<file path="src/rtl/systolic_pkg.sv">
// systolic_pkg: shared dimensions, drain state encoding and matrix type for the systolic array
package systolic_pkg;
  localparam int N_DEF = 2;
  localparam int DW_DEF = 32;
  typedef enum logic {IDLE, STREAM} state_t;
  typedef logic [N_DEF-1:0][N_DEF-1:0][DW_DEF-1:0] matrix_t;
endpackage

</file>
<file path="src/rtl/drain_rc_counter.sv">
// drain_rc_counter: row-major (row, col) walker over an N x N matrix
module drain_rc_counter #(
  parameter int N = 2,
  parameter int IW = 1
) (
  input  logic          clk,
  input  logic          rst,
  input  logic          en,
  input  logic          load,
  output logic [IW-1:0] row,
  output logic [IW-1:0] col,
  output logic          last
);
  localparam logic [IW-1:0] M = IW'(N - 1);
  always_ff @(posedge clk or posedge rst) begin
    if (rst) begin
      row <= '0;
      col <= '0;
    end else if (load) begin
      row <= '0;
      col <= '0;
    end else if (en) begin
      col <= (col == M) ? '0 : col + 1'b1;
      row <= (col != M) ? row : (row == M) ? '0 : row + 1'b1;
    end
  end
  assign last = (row == M) && (col == M);
endmodule

</file>
<file path="src/rtl/systolic_drain.sv">
// systolic_drain: snapshots the result matrix on capture and streams it out row-major over valid/ready
module systolic_drain
  import systolic_pkg::*;
#(
  parameter int N = N_DEF,
  parameter int DW = DW_DEF,
  parameter int IW = (N > 1) ? $clog2(N) : 1
) (
  input  logic                          clk,
  input  logic                          rst,
  input  logic [N-1:0][N-1:0][DW-1:0]   c_in,
  input  logic                          capture,
  output logic                          capture_ready,
  output logic [DW-1:0]                 out_data,
  output logic [IW-1:0]                 out_row,
  output logic [IW-1:0]                 out_col,
  output logic                          out_last,
  output logic                          out_valid,
  input  logic                          out_ready,
  output logic                          busy,
  output logic                          overflow
);
  state_t state;
  logic [N-1:0][N-1:0][DW-1:0] snap;
  logic xfer, accept;
  assign out_valid = (state == STREAM);
  assign busy = out_valid;
  assign xfer = out_valid && out_ready;
  // a capture landing on the final transfer reloads with no bubble
  assign capture_ready = (state == IDLE) || (out_valid && out_last && out_ready);
  assign accept = capture && capture_ready;
  assign out_data = snap[out_row][out_col];
  drain_rc_counter #(.N(N), .IW(IW)) u_rc (
    .clk(clk), .rst(rst), .en(xfer), .load(accept),
    .row(out_row), .col(out_col), .last(out_last)
  );
  always_ff @(posedge clk or posedge rst) begin
    if (rst) begin
      state <= IDLE;
      snap <= '0;
      overflow <= 1'b0;
    end else begin
      overflow <= capture && !capture_ready;
      if (accept) snap <= c_in;
      state <= accept ? STREAM : (xfer && out_last) ? IDLE : state;
    end
  end
endmodule

</file>
<file path="config.mk">
export PLATFORM = sky130hd
export DESIGN_NAME = systolic_drain
export DESIGN_NICKNAME = d
export VERILOG_FILES = /design/src/rtl/systolic_pkg.sv /design/src/rtl/drain_rc_counter.sv /design/src/rtl/systolic_drain.sv
export SDC_FILE = /design/constraint.sdc
export NUM_CORES = 1
export LEC_CHECK = 0
export BUFFER_PORTS_ARGS = -buffer_cell sky130_fd_sc_hd__buf_2
export CAP_MARGIN = 20
export CELL_PAD_IN_SITES_DETAIL_PLACEMENT = 1
export CELL_PAD_IN_SITES_GLOBAL_PLACEMENT = 1
export CORE_MARGIN = 2
export CORE_UTILIZATION = 38
export CTS_CLUSTER_SIZE = 16
export DETAILED_ROUTE_END_ITERATION = 6
export HOLD_SLACK_MARGIN = 0.06
export PLACE_DENSITY = 0.84
export SYNTH_ARGS = -nofsm -noshare
export SYNTH_HDL_FRONTEND = slang
export SYNTH_SLANG_ARGS = --single-unit
export TNS_END_PERCENT = 5
</file>
<file path="constraint.sdc">
create_clock -name clk -period 3.8 [get_ports clk]
set_input_delay 0.38 -clock clk [delete_from_list [all_inputs] [get_ports clk]]
set_output_delay 0.38 -clock clk [all_outputs]
set_load 0.01 [all_outputs]
</file>
### Yosys cells after proc, flatten, opt, wreduce, memory -nomap -nowiden

Index checks and enable logic that the tools add are counted.

| word-level totals | value |
|---|---|
| register bits | 132 |
| output and inout port bits | 39 |
| logic and storage cells | 39 |
| bits of input ports | 132 |

| operators by class | value |
|---|---|
| reductions and logical operators | 13 |
| add/sub/neg operators | 2 |
| $lt $le $gt $ge | 2 |
| bitwise operators | 1 |
| muxes and demuxes | 13 |

Operators with widths:

| cell | count |
|---|---|
| $mux W64 | 2 |
| $mux W32 | 2 |
| $mux W1 | 9 |
| $logic_and A1 B1 Y1 | 7 |
| $reduce_bool A2 Y1 | 3 |
| $lt A1 B2 Y1 const B | 2 |
| $add A1 B1 Y1 const B | 2 |
| $reduce_and A2 Y1 | 1 |
| $logic_not A1 Y1 | 1 |
| $logic_or A1 B1 Y1 | 1 |
| $not A1 Y1 | 1 |

### Longest topological paths before layout

| depth | value |
|---|---|
| depth after elaboration | 7 |
| gate-level depth with buffers | 6 |
| mapped depth without buffers | 3 |

### Modules after synthesis

From an unflattened synthesis, not the netlist that was laid out.

| second synthesis, totals | value |
|---|---|
| cell total of the unflattened synthesis | 630 |
| area total of the unflattened synthesis | 7573.5 um2 |

Modules (own cells, without submodules):

| module | times used | sequential area each (um2) | cells each | area an instance (um2) |
|---|---|---|---|---|
| systolic_drain | 1 | 3253.1 | 621 | 7473.4 |
| drain_rc_counter | 1 | 50.0 | 9 | 100.1 |

### Worst setup path after synthesis

Ideal clock, no wire load.

| path | value |
|---|---|
| path type | register to output |
| start | reg u_rc.row |
| end | out out_data[0] |
| slack | 1.996 ns |
| path buffers | 2 |
| stages on the path, launching flop included | 4 |
| data required time | 3.420 ns |
| arrival | 1.424 ns |
| cells stage by stage | dfrtp_1 -> buf_6 -> buf_2 -> mux4_2 |

| between the ends | value |
|---|---|
| longest elaborated chain between the ends | 4 |

Ends and longest elaborated chain:

| item | RTL line | RTL |
|---|---|---|
| from (decl) | drain_rc_counter.sv:10 | `output logic [IW-1:0] row,` |
| from (signal assigned) | drain_rc_counter.sv:24 | `row <= (col != M) ? row : (row == M) ? '0 : row + 1'b1;` |
| $mux W64 (not written as such) (2 in series) | systolic_drain.sv:32 | `assign out_data = snap[out_row][out_col];` |
| $mux W32 (not written as such) (2 in series) | systolic_drain.sv:32 |  |
| to (decl) | systolic_drain.sv:14 | `output logic [DW-1:0] out_data,` |

No other way between the ends. The select of a mux whose other input is x is not followed.

### Worst setup path after layout

| path | value |
|---|---|
| start | reg u_rc.row |
| end | out out_data[1] |

The elaborated chain is that of the path after synthesis.

==> flow_metrics.env <==
export IMPL_die_y_um=128
export IMPL_hp_class="primary input to flip-flop"
export IMPL_synthCells=331
export IMPL_cp_required_ns=3.42
export IMPL_yosysUniqueCellTypes=21
export IMPL_rrSetupSlack_ns=1.57
export IMPL_status="finished clean"
export IMPL_rows=45
export IMPL_drc=0
export IMPL_start_util_pct=38.6
export IMPL_grt_pass1_wl_um=21400
export IMPL_setup_tns_ns=0
export IMPL_drt_pass1_iterations=6
export IMPL_wl_um=13100
export IMPL_cts_resized=0
export IMPL_finalHoldViolCount=0
export IMPL_pre_cts_ws_ns=1.58
export IMPL_yosys_warnings=0
export IMPL_final_cell_count_no_fill=705
export IMPL_slowest_delay_ns=0.68
export IMPL_max_cap_violations=0
export IMPL_nets=636
export IMPL_fmax_mhz=390
export IMPL_n_antenna_cell=0
export IMPL_grt_pass1_vias=4099
export IMPL_vias=3580
export IMPL_cts_sinks=132
export IMPL_io_buffers=170
export IMPL_clkLatencyLatePin_ns=0.41
export IMPL_numCtsBuffers=17
export IMPL_ir_drop_v=0.000403
export IMPL_worstPathMaxFanout=17
export IMPL_final_cell_mix="buf_2, dfrtp_1, mux2_2, mux4_2, clkbuf_16"
export IMPL_syn_area_um2=5800
export IMPL_setup_slack_ns=1.23
export IMPL_cts_tree="built"
export IMPL_h_tree_depth=4
export IMPL_stdcell_area_um2=7360
export IMPL_drt_initial_drc_count=102
export IMPL_critPathTopFamily="flip-flops"
export IMPL_synth_nets=463
export IMPL_clock_path_buffers=2
export IMPL_grt_start_max_net_pins=129
export IMPL_io_pins=171
export IMPL_slew_headroom_pct=51.8
export IMPL_path_clk_slew_ns=0.06
export IMPL_p_per_area_nw_per_um2=880
export IMPL_worstPathCellList="buf_4, mux4_2, buf_2"
export IMPL_slew_violations=0
export IMPL_vias_per_cell=5.08
export IMPL_place_area_um2=6740
export IMPL_avgSynthCellArea_um2=17.5
export IMPL_ys_seq_area_share_pct=57.0
export IMPL_setup_viol=0
export IMPL_finalClockSkew_ns=0.00715
export IMPL_fp_coreArea_um2=15000
export IMPL_fin_hold_ws_ns=0.199
export IMPL_critPathLaunchType="flip-flop"
export IMPL_p_leak_nw=3.31
export IMPL_hpwlAfterDp_um=9200
export IMPL_ant_nets=0
export IMPL_gp_congestion=0.717
export IMPL_grt_antenna_before_repair=1
export IMPL_postCtsSetupBuffers=0
export IMPL_final_common_cell="buf_2"
export IMPL_cts_root_buf="clkbuf_16"
export IMPL_dp_cells=672
export IMPL_area_delta_synth_final_pct=26.9
export IMPL_wl_per_cell_um=18.5
export IMPL_grt_overflow_total=0
export IMPL_rsz0062_at_grt="false"
export IMPL_crit_buf_inv=2
export IMPL_critPathSlowestCell="dfrtp_2"
export IMPL_finalCriticalPeriod_ns=2.57
export IMPL_synth_seq_cells=132
export IMPL_end_kind="primary output"
export IMPL_worstPathArrival_ns=2.19
export IMPL_track_usage_pct=17.2
export IMPL_die_w_um=128
export IMPL_fin_crit_sh_pct=67.5
export IMPL_worstMarginPinSlew_ns=0.724
export IMPL_crit_type="flip-flop to primary output"
export IMPL_die_area_um2=16300
export IMPL_drive_above_1_share_pct=72.0
## layer usage
| layer | up-vias | GRT usage [%] | part of all wire (%) |
|---|---|---|---|
| li1 | 1581 | - | - |
| met1 | 1851 | 20.0 | 39 |
| met2 | 129 | 29.0 | 52 |
| met3 | 17 | 7.08 | 7.8 |
| met4 | 2 | 5.49 | 1.2 |
| met5 | - | 0 | 0.10 |
## through the flow
| step | utilization [%] | power, mW |
|---|---|---|
| finish | 49.0 | 6.47 |
| detailed placement | 44.8 | 4.86 |
| floorplan | - | 4.11 |
| CTS | 49.0 | 6.58 |
| global route | 49.0 | 6.89 |
| global placement | 44.8 | 4.67 |
## layout make-up
type                    count  area (um^2)
well taps                 188          235
fillers                  1507         7670
flip-flops and latches    132         3310
clock buffers              19          453
repair buffers            177          931
inverters                   1         7.51
multi-input cells         175         2270
clock inverters            13          156
## cells by family after synthesis
family,Yosys count,share of synthesized area (%)
buf+inv,24,3.99
flops,132,57.0
compound gates,6,0.669
mux,160,37.4
simple gates,9,1.01
## flip-flops by register name (all words and copies together) (netlist names)
signal,flops
snap,128
u_rc.row,1
overflow,1
busy,1
u_rc.col,1
## report_power, final
part / switching (mW) / total (mW) / internal, mW
Sequential: 0.449 / 2.56 / 2.12
Clock: 0.602 / 1.66 / 1.06
Combinational: 0.870 / 2.25 / 1.38
## what timing repair did
action                     CTS  global route
setup endpoints to repair    0             0
hold buffers                 1             0
hold endpoints to repair    17             0
## cells in the mapped netlist
library cell | n | area [um^2]
mux4_2 | 31 | 698
nand2b_1 | 1 | 6.26
buf_8 | 2 | 30.0
dfrtp_1 | 132 | 3300
and2_1 | 1 | 6.26
nand2_1 | 2 | 7.51
a21boi_0 | 1 | 7.51
inv_1 | 1 | 3.75
nand3_4 | 1 | 17.5
a21boi_2 | 1 | 11.3
nor2b_1 | 1 | 6.26
buf_2 | 6 | 30.0
nand3_1 | 1 | 5.00
nor2_1 | 1 | 3.75
and3_1 | 1 | 6.26
mux4_1 | 1 | 26.3
mux2_2 | 128 | 1440
buf_6 | 8 | 90.1
o21ai_0 | 4 | 20.0
clkbuf_8 | 4 | 55.1
buf_4 | 3 | 22.5
## path summary, 6_finish.rpt
check,depth (start not counted),endpoint,startpoint
max reg2reg,4,snap[78]$_DFFE_PP0P_,u_rc.row$_DFFE_PP0P_
min in group asynchronous,3,snap[47]$_DFFE_PP0P_,rst
min,2,snap[7]$_DFFE_PP0P_,c_in[7]
min reg2reg,1,snap[49]$_DFFE_PP0P_,snap[49]$_DFFE_PP0P_
max in group asynchronous,4,snap[103]$_DFFE_PP0P_,rst
max,3,out_data[1],u_rc.row$_DFFE_PP0P_
Power figures use the tool's default switching activity.
